===== src/rtl/bank_htu_req_sched.sv =====
`default_nettype none
// +--------------------------------------------------------------------------+
// | Module      : bank_htu_req_sched                                         |
// | Description : Arbitrates core and maintenance requests to one cache bank |
// |               and sequences tag lookup, write-back, fill and commit.     |
// |               Optional BANK_HTU_SCHED_PERF_EN adds hit/miss counters.    |
// | Revision    : 1.0 - initial release                                      |
// +--------------------------------------------------------------------------+
module bank_htu_req_sched #(
  parameter int unsigned STARVE_LIMIT = 4
) (
  input  logic         clk_i,
  input  logic         rst_i,
  input  logic         core_req_valid_i,
  output logic         core_req_ready_o,
  input  logic         core_req_write_i,
  input  logic [31:10] core_req_tag_i,
  input  logic         core_req_offset_i,
  input  logic         mnt_req_valid_i,
  output logic         mnt_req_ready_o,
  input  logic         mnt_req_flush_i,
  input  logic [31:10] mnt_req_tag_i,
  input  logic         mnt_req_offset_i,
  output logic         htu_op_read_o,
  output logic         htu_op_write_o,
  output logic         htu_op_flush_o,
  output logic         htu_op_invalidate_o,
  output logic         htu_set_hit_WV_o,
  output logic         htu_access_offset_o,
  output logic [31:10] htu_access_tag_o,
  input  logic         htu_cacheline_hit_i,
  input  logic         htu_need_evit_WV_i,
  input  logic [31:10] htu_evit_tag_i,
  input  logic [2:0]   htu_access_way_i,
  output logic         mem_req_valid_o,
  input  logic         mem_req_ready_i,
  output logic         mem_req_write_o,
  output logic [31:10] mem_req_tag_o,
  input  logic         mem_resp_valid_i,
  output logic         done_valid_o,
  output logic         done_hit_o,
  output logic [2:0]   done_way_o
`ifdef BANK_HTU_SCHED_PERF_EN
  ,
  output logic [15:0]  perf_hit_cnt_o,
  output logic [15:0]  perf_miss_cnt_o
`endif
);

  typedef enum logic [2:0] {
    IDLE      = 3'd0,
    LOOKUP    = 3'd1,
    WB_REQ    = 3'd2,
    WB_WAIT   = 3'd3,
    FILL_REQ  = 3'd4,
    FILL_WAIT = 3'd5,
    COMMIT    = 3'd6
  } state_t;

  localparam logic [3:0] c_starve_limit = 4'(STARVE_LIMIT);

  state_t         r_state;
  state_t         w_next_state;
  logic [3:0]     r_starve_cnt;
  logic           r_is_mnt;      // 0: core op, 1: maintenance op
  logic           r_kind;        // core: write; maintenance: flush
  logic [31:10]   r_tag;
  logic           r_offset;
  logic [31:10]   r_wb_tag;
  logic           r_hit;
  logic           r_fmiss_done;

  logic           w_idle;
  logic           w_active;
  logic           w_commit;
  logic           w_grant_mnt;
  logic           w_grant_core;
  logic           w_core_hs;
  logic           w_mnt_hs;

  assign w_idle       = (r_state == IDLE);
  assign w_active     = ~w_idle;
  assign w_commit     = (r_state == COMMIT);
  // Maintenance has priority until the core has been passed over STARVE_LIMIT times
  assign w_grant_mnt  = mnt_req_valid_i &
                        ~(core_req_valid_i & (r_starve_cnt >= c_starve_limit));
  assign w_grant_core = core_req_valid_i & ~w_grant_mnt;
  assign w_core_hs    = rst_i & w_idle & w_grant_core;
  assign w_mnt_hs     = rst_i & w_idle & w_grant_mnt;

  always_ff @(posedge clk_i or negedge rst_i) begin
    if (!rst_i) begin
      r_state <= IDLE;
    end else begin
      r_state <= w_next_state;
    end
  end

  always_comb begin
    w_next_state        = r_state;
    core_req_ready_o    = w_core_hs;
    mnt_req_ready_o     = w_mnt_hs;
    htu_op_read_o       = w_active & ~r_is_mnt & ~r_kind;
    htu_op_write_o      = w_active & ~r_is_mnt &  r_kind;
    htu_op_flush_o      = w_active &  r_is_mnt &  r_kind;
    htu_op_invalidate_o = w_active &  r_is_mnt & ~r_kind;
    htu_set_hit_WV_o    = w_commit;
    htu_access_tag_o    = w_active ? r_tag : '0;
    htu_access_offset_o = w_active & r_offset;
    mem_req_valid_o     = 1'b0;
    mem_req_write_o     = 1'b0;
    mem_req_tag_o       = '0;
    done_valid_o        = w_commit | r_fmiss_done;
    done_hit_o          = w_commit & r_hit;
    done_way_o          = w_commit ? htu_access_way_i : 3'd0;

    case (r_state)
      IDLE: begin
        if (w_core_hs || w_mnt_hs) w_next_state = LOOKUP;
      end
      LOOKUP: begin
        if (r_is_mnt) begin
          if (!r_kind)                  w_next_state = COMMIT;
          else if (htu_cacheline_hit_i) w_next_state = WB_REQ;
          else                          w_next_state = IDLE;
        end else if (htu_cacheline_hit_i) begin
          w_next_state = COMMIT;
        end else if (htu_need_evit_WV_i) begin
          w_next_state = WB_REQ;
        end else begin
          w_next_state = FILL_REQ;
        end
      end
      WB_REQ: begin
        mem_req_valid_o = 1'b1;
        mem_req_write_o = 1'b1;
        mem_req_tag_o   = r_wb_tag;
        if (mem_req_ready_i) w_next_state = WB_WAIT;
      end
      WB_WAIT: begin
        // Only a flush reaches write-back from a maintenance op; it needs no fill
        if (mem_resp_valid_i) w_next_state = r_is_mnt ? COMMIT : FILL_REQ;
      end
      FILL_REQ: begin
        mem_req_valid_o = 1'b1;
        mem_req_tag_o   = r_tag;
        if (mem_req_ready_i) w_next_state = FILL_WAIT;
      end
      FILL_WAIT: begin
        if (mem_resp_valid_i) w_next_state = COMMIT;
      end
      COMMIT: begin
        w_next_state = IDLE;
      end
      default: begin
        w_next_state = IDLE;
      end
    endcase
  end

  always_ff @(posedge clk_i or negedge rst_i) begin
    if (!rst_i) begin
      r_starve_cnt <= 4'd0;
      r_is_mnt     <= 1'b0;
      r_kind       <= 1'b0;
      r_tag        <= '0;
      r_offset     <= 1'b0;
      r_wb_tag     <= '0;
      r_hit        <= 1'b0;
      r_fmiss_done <= 1'b0;
    end else begin
      r_fmiss_done <= 1'b0;

      if (!core_req_valid_i || w_core_hs) begin
        r_starve_cnt <= 4'd0;
      end else if (w_mnt_hs && r_starve_cnt != 4'hF) begin
        r_starve_cnt <= r_starve_cnt + 4'd1;
      end

      if (w_core_hs) begin
        r_is_mnt <= 1'b0;
        r_kind   <= core_req_write_i;
        r_tag    <= core_req_tag_i;
        r_offset <= core_req_offset_i;
      end else if (w_mnt_hs) begin
        r_is_mnt <= 1'b1;
        r_kind   <= mnt_req_flush_i;
        r_tag    <= mnt_req_tag_i;
        r_offset <= mnt_req_offset_i;
      end

      if (r_state == LOOKUP) begin
        r_hit        <= htu_cacheline_hit_i;
        r_wb_tag     <= r_is_mnt ? r_tag : htu_evit_tag_i;
        r_fmiss_done <= r_is_mnt & r_kind & ~htu_cacheline_hit_i;
      end
    end
  end

`ifdef BANK_HTU_SCHED_PERF_EN
  logic [15:0] r_perf_hit_cnt;
  logic [15:0] r_perf_miss_cnt;

  always_ff @(posedge clk_i or negedge rst_i) begin
    if (!rst_i) begin
      r_perf_hit_cnt  <= 16'd0;
      r_perf_miss_cnt <= 16'd0;
    end else if (w_commit && !r_is_mnt) begin
      if (r_hit) begin
        if (r_perf_hit_cnt != 16'hFFFF) r_perf_hit_cnt <= r_perf_hit_cnt + 16'd1;
      end else begin
        if (r_perf_miss_cnt != 16'hFFFF) r_perf_miss_cnt <= r_perf_miss_cnt + 16'd1;
      end
    end
  end

  assign perf_hit_cnt_o  = r_perf_hit_cnt;
  assign perf_miss_cnt_o = r_perf_miss_cnt;
`endif

endmodule
`default_nettype wire


===== config.mk =====
export PLATFORM = sky130hd
export DESIGN_NAME = bank_htu_req_sched
export DESIGN_NICKNAME = d
export VERILOG_FILES = /design/src/rtl/bank_htu_req_sched.sv
export SDC_FILE = /design/constraint.sdc
export NUM_CORES = 1
export LEC_CHECK = 0
export ABC_AREA = 1
export CORE_MARGIN = 3
export CORE_UTILIZATION = 40
export DETAILED_ROUTE_END_ITERATION = 7
export PLACE_DENSITY = 0.79
export SETUP_SLACK_MARGIN = 0.3
export SKIP_CTS_REPAIR_TIMING = 1
export SYNTH_ARGS = -nofsm -noshare
export SYNTH_HDL_FRONTEND = slang
export SYNTH_SLANG_ARGS = --single-unit

===== constraint.sdc =====
create_clock -name clk_i -period 2.1 [get_ports clk_i]
set_input_delay 0.525 -clock clk_i [delete_from_list [all_inputs] [get_ports clk_i]]
set_output_delay 0.525 -clock clk_i [all_outputs]
set_load 0.02 [all_outputs]

# After elaboration in Yosys (flattened, before gate mapping)
# Index checks and enable logic that the tools add are counted.
# Widths: inputs -> output; s select.
[word_totals]
elab_cells = 84
regBits = 56
[classes]
bitwise_logic = 23
n_reduce_logical = 9
mux = 29
addsub = 1
order_cmp = 1
eq_ne = 12
[ops]
columns = ["op", "n"]
rows = [
  ["$mux 22", 4],
  ["$pmux 22 s2", 1],
  ["$mux 3", 10],
  ["$pmux 3 s6", 1],
  ["$and 1x1->1", 16],
  ["$eq 3x3->1 const B", 3],
  ["$mux 1", 9],
  ["$mux 4", 2],
  ["$ne 2x2->1 const B", 4],
  ["$eq 3x2->1 const B", 2],
  ["$not 1->1", 6],
  ["$reduce_and 5->1", 1],
  ["$add 4x1->4 const B", 1],
  ["$ge 4x3->1 const B", 1],
  ["$mux 2", 2],
  ["$ne 4x4->1 const B", 1],
  ["$reduce_bool 2->1", 2],
  ["$eq 3x1->1 const B", 1],
  ["$logic_not 3->1", 1],
  ["$logic_or 1x1->1", 2],
  ["$ne 2x1->1 const B", 1],
  ["$reduce_or 2->1", 1],
  ["$logic_and 1x1->1", 1],
  ["$logic_not 1->1", 1],
  ["$or 1x1->1", 1],
]

# Logic depth before layout (Yosys ltp)
[logic_depth]
depth_word = 10
depth_mapped = 10
depth_no_buf = 9

# Least setup slack after synthesis
# Ideal clock, no wire load.
[synth_path]
path_kind = "reg-to-output"
startpoint = "register r_state[0]"
endpoint = "output done_hit_o"
required_ns = 1.575
t_arrival_ns = 1.537
stages_incl_launch_ff = 4
setup_slack_ns = 0.038
cell_sequence = "dfrtp_1 > nor3_1 > inv_1 > nor2_1"
[synth_between]
elab_chain_len = 2
[synth_lines]
columns = ["element", "line_no", "text"]
rows = [
  ["from (decl)", "62", "state_t r_state;"],
  ["from (signal assigned)", "95", "r_state <= w_next_state;"],
  ["$eq 3x3->1", "83", "assign w_commit = (r_state == COMMIT);"],
  ["net htu_set_hit_WV_o", "28", "output logic htu_set_hit_WV_o,"],
  ["$and 1x1->1", "114", "done_hit_o = w_commit & r_hit;"],
  ["to (decl)", "41", "output logic done_hit_o,"],
]
# The timed path passes the listed nets, and every way through them passes these cells.

# Worst setup path in the final report
[layout_path]
startpoint = "register r_state[1]"
endpoint = "output htu_access_tag_o[25] in the netlist's numbering"
[layout_between]
elab_chain_len = 2
[layout_lines]
columns = ["element", "line_no", "text"]
rows = [
  ["$logic_not 3->1", "81", "assign w_idle = (r_state == IDLE);"],
  ["$mux 22", "108", "htu_access_tag_o = w_active ? r_tag : '0;"],
  ["to (decl)", "30", "output logic [31:10] htu_access_tag_o,"],
]
# Every way passes these cells.

==> impl_metrics.ini <==
[final_layout]
seq_area_sq_mm = 0.00140
multi_input_area_sq_mm = 0.00160
n_antenna_cell = 0
fin_nets = 669
area_growth_syn_to_layout_pct = 59.8
n_fill_cell = 684
fin_area_sq_mm = 0.00519
drive_gt1_share_pct = 24.8

[floorplanning]
start_util_pct = 41.7
die_area_sq_mm = 0.00925
coreArea_sq_mm = 0.00781
rows = 32
die_x_um = 96.2
ios = 140
dieHeight_um = 96.2

[power_and_ir_drop]
p_sw_mw = 3.21
leakagePower_nw = 2.57
p_seq_share_pct = 24.7
internal_power_mw = 3.80
powerDensity_mw_per_mm2 = 1350
p_clk_share_pct = 10.3
switching_share_pct = 45.8
comb_power_share_pct = 65.0
ir_drop_mv = 0.593

[yosys]
synth_commonest_cells = 81 x nand3_1, 73 x nand2_1, 63 x inv_1
synth_top_area_share_pct = 43.1
synth-seq-cells = 56
ys_types = 28
synth_area_sq_mm = 0.00325
syn_inst = 432
ys_seq_area_share_pct = 43.1
syn_avg_cell_area_sq_um = 7.53
synthArstFlopShare_pct = 100
synth_area_leaders = dfrtp_1 43%, nand3_1 12%, nand2_1 8.4%, inv_1 7.3%, o211ai_1 5.1%
yosys_warnings = 0
yosysMostFrequentCell = nand3_1
synthFlopType = dfrtp_1
syn_nets = 514
yosysTopAreaCell = dfrtp_1
synth_edf_count = 0

[timing]
fin_crit_ns = 2.06
timing.fmax_mhz = 486
max_slew_margin_pct = 64.4
setup_viol = 0
worst-slew-pin-transition_ns = 0.534
finalMaxSlewViolations = 0
worst_hold_slack_ns = 0.278
fin_crit_sh_pct = 98.0
hold_viol_final = 0
finClkSkew_ns = 0.0147
rsz0062_at_grt = true

[routing]
drc_errors = 0
dr.pass1.iters = 5
vias_per_cell = 5.23
wl_per_cell_um = 15.7
drt_wl_total_um = 10800
vias = 3608
drtAntennaViolNets = 0
drtIter0Drc = 203

[global_routing]
grt_pass1_vias = 3410
grt_pass1_wl_um = 16700
grt_overflow = 0
grt_max_degree = 47
antenna_found_initial = 0
grtUsageTotal_pct = 23.2

[placed_design]
port_buffers = 139
post-dp-hpwl_um = 7990
gp_congestion = 0.843
place_area_sq_mm = 0.00490

[worst_setup_path]
crit_family = buffers and inverters
crit_path_end_kind = output pin
crit_top_cell = buf_6
worst_setup_path_start_kind = flip-flop
cp_max_fo = 6
cp-startpoint = r_state[1]$_DFFE_PN0P_
slowest_stage = dfrtp_1
r2r-start = r_state[1]$_DFFE_PN0P_
arrival_ns = 1.53
path_cells = inv_2 -> nand2_4 -> nor2_4 -> buf_6 -> clkbuf_16 -> nor2_2 -> buf_6
crit_buf_inv = 4
worstSetupPathType = flip-flop to output pin
required_ns = 1.57
slowest_delay_ns = 0.40

[clocking]
cts.sinks = 56
cts_tree = yes
path_clk_slew_ns = 0.10
clockBufferDepth = 2
root_buffer = clkbuf_8
htreeDepth = 2
cts_buffers = 5
clock_latency_ns = 0.30

[run_status]
outcome = finished clean

[worst_hold_path]
hp-class = input pin to async pin

[job]
maxCapViolations = 0
==> power groups by stage <==
stage	Combinational (mW)	Sequential (mW)	Clock, mW
finish	4.56	1.74	0.720
global route	4.92	1.77	0.788
CTS	4.18	1.73	0.734
detailed placement	4.16	1.75	0
global placement	4.07	1.73	0
floorplan	2.38	1.71	0
==> layout make-up <==
type / count / area share (%)
clock inverters: 3 / 0.891
flip-flops and latches: 56 / 27.0
clock buffers: 5 / 1.32
well taps: 102 / 2.46
inverters: 66 / 4.77
multi-input cells: 284 / 30.8
repair buffers: 174 / 32.8
==> cells by family after synthesis <==
family                   count (synthesis)  synth area share (%)
flip-flops                              56                  43.1
adder cells (fa/ha/maj)                  1                 0.385
buffers and inverters                   92                  12.7
AND/OR/NAND/NOR                        211                  29.8
AO/OA/AOI/OAI                           72                  14.1
==> metrics by stage <==
step | worst slack [ns] | utilization, % | setup TNS, ns | std cells | total power [mW]
3_3_place_gp | -0.461 | 62.7 | -1.32 | 678 | 5.80
2_1_floorplan | 0.265 | - | 0 | 432 | 4.09
5_1_grt | -0.0329 | 66.5 | -0.274 | 690 | 7.48
4_1_cts | -0.450 | 64.2 | -17.84 | 686 | 6.64
6_report | 0.0416 | 66.5 | 0 | 690 | 7.02
3_5_place_dp | -0.435 | 62.7 | -1.41 | 678 | 5.91
==> final timing paths <==
check | cells after the start | to | slack, ns
setup / recovery | 7 | htu_access_tag_o[25] | 0.04
hold / removal | 2 | r_tag[12]$_DFFE_PN0P_ | 0.28
setup reg to reg | 11 | r_starve_cnt[0]$_DFFE_PN0P_ | 0.40
hold reg to reg | 2 | r_tag[18]$_DFFE_PN0P_ | 0.53
max in group asynchronous | 2 | r_wb_tag[12]$_DFFE_PN0P_ | 1.32
min in group clk_i | 2 | r_tag[18]$_DFFE_PN0P_ | 0.53
==> placed cells by master, fill, tap and decap left out, drive strengths merged <==
cell,Yosys,final
nor3,4,4
o21ai,25,25
nand2,77,77
clkinv,0,1
o22ai,22,22
nand3b,1,1
ha,1,1
dfrtp,56,56
clkbuf,8,8
buf,18,86
dlymetal6s2s,0,7
bufinv,0,1
and3,1,1
inv,66,67
nor2,44,44
nand3,83,83
o211ai,22,22
o22a,1,1
or2,1,1
clkdlybuf4s50,0,78
a21oi,2,2
==> state kept, by name, indices dropped and copies added (netlist names), 3 cells and up <==
name and flops:
r_starve_cnt 4, r_tag 22, r_state 3, r_wb_tag 22
==> routing by layer <==
layer  GRT usage, %  share of wire [%]  wire, um  vias up
li1               -                  -         -     1726
met1           32.9                 42      4580     1712
met2           37.8                 50      5360      162
met3           2.89                6.8       734        8
met4           5.33                1.3       140        0
met5              0                  0         0        -
Power figures use the tool's default switching activity.
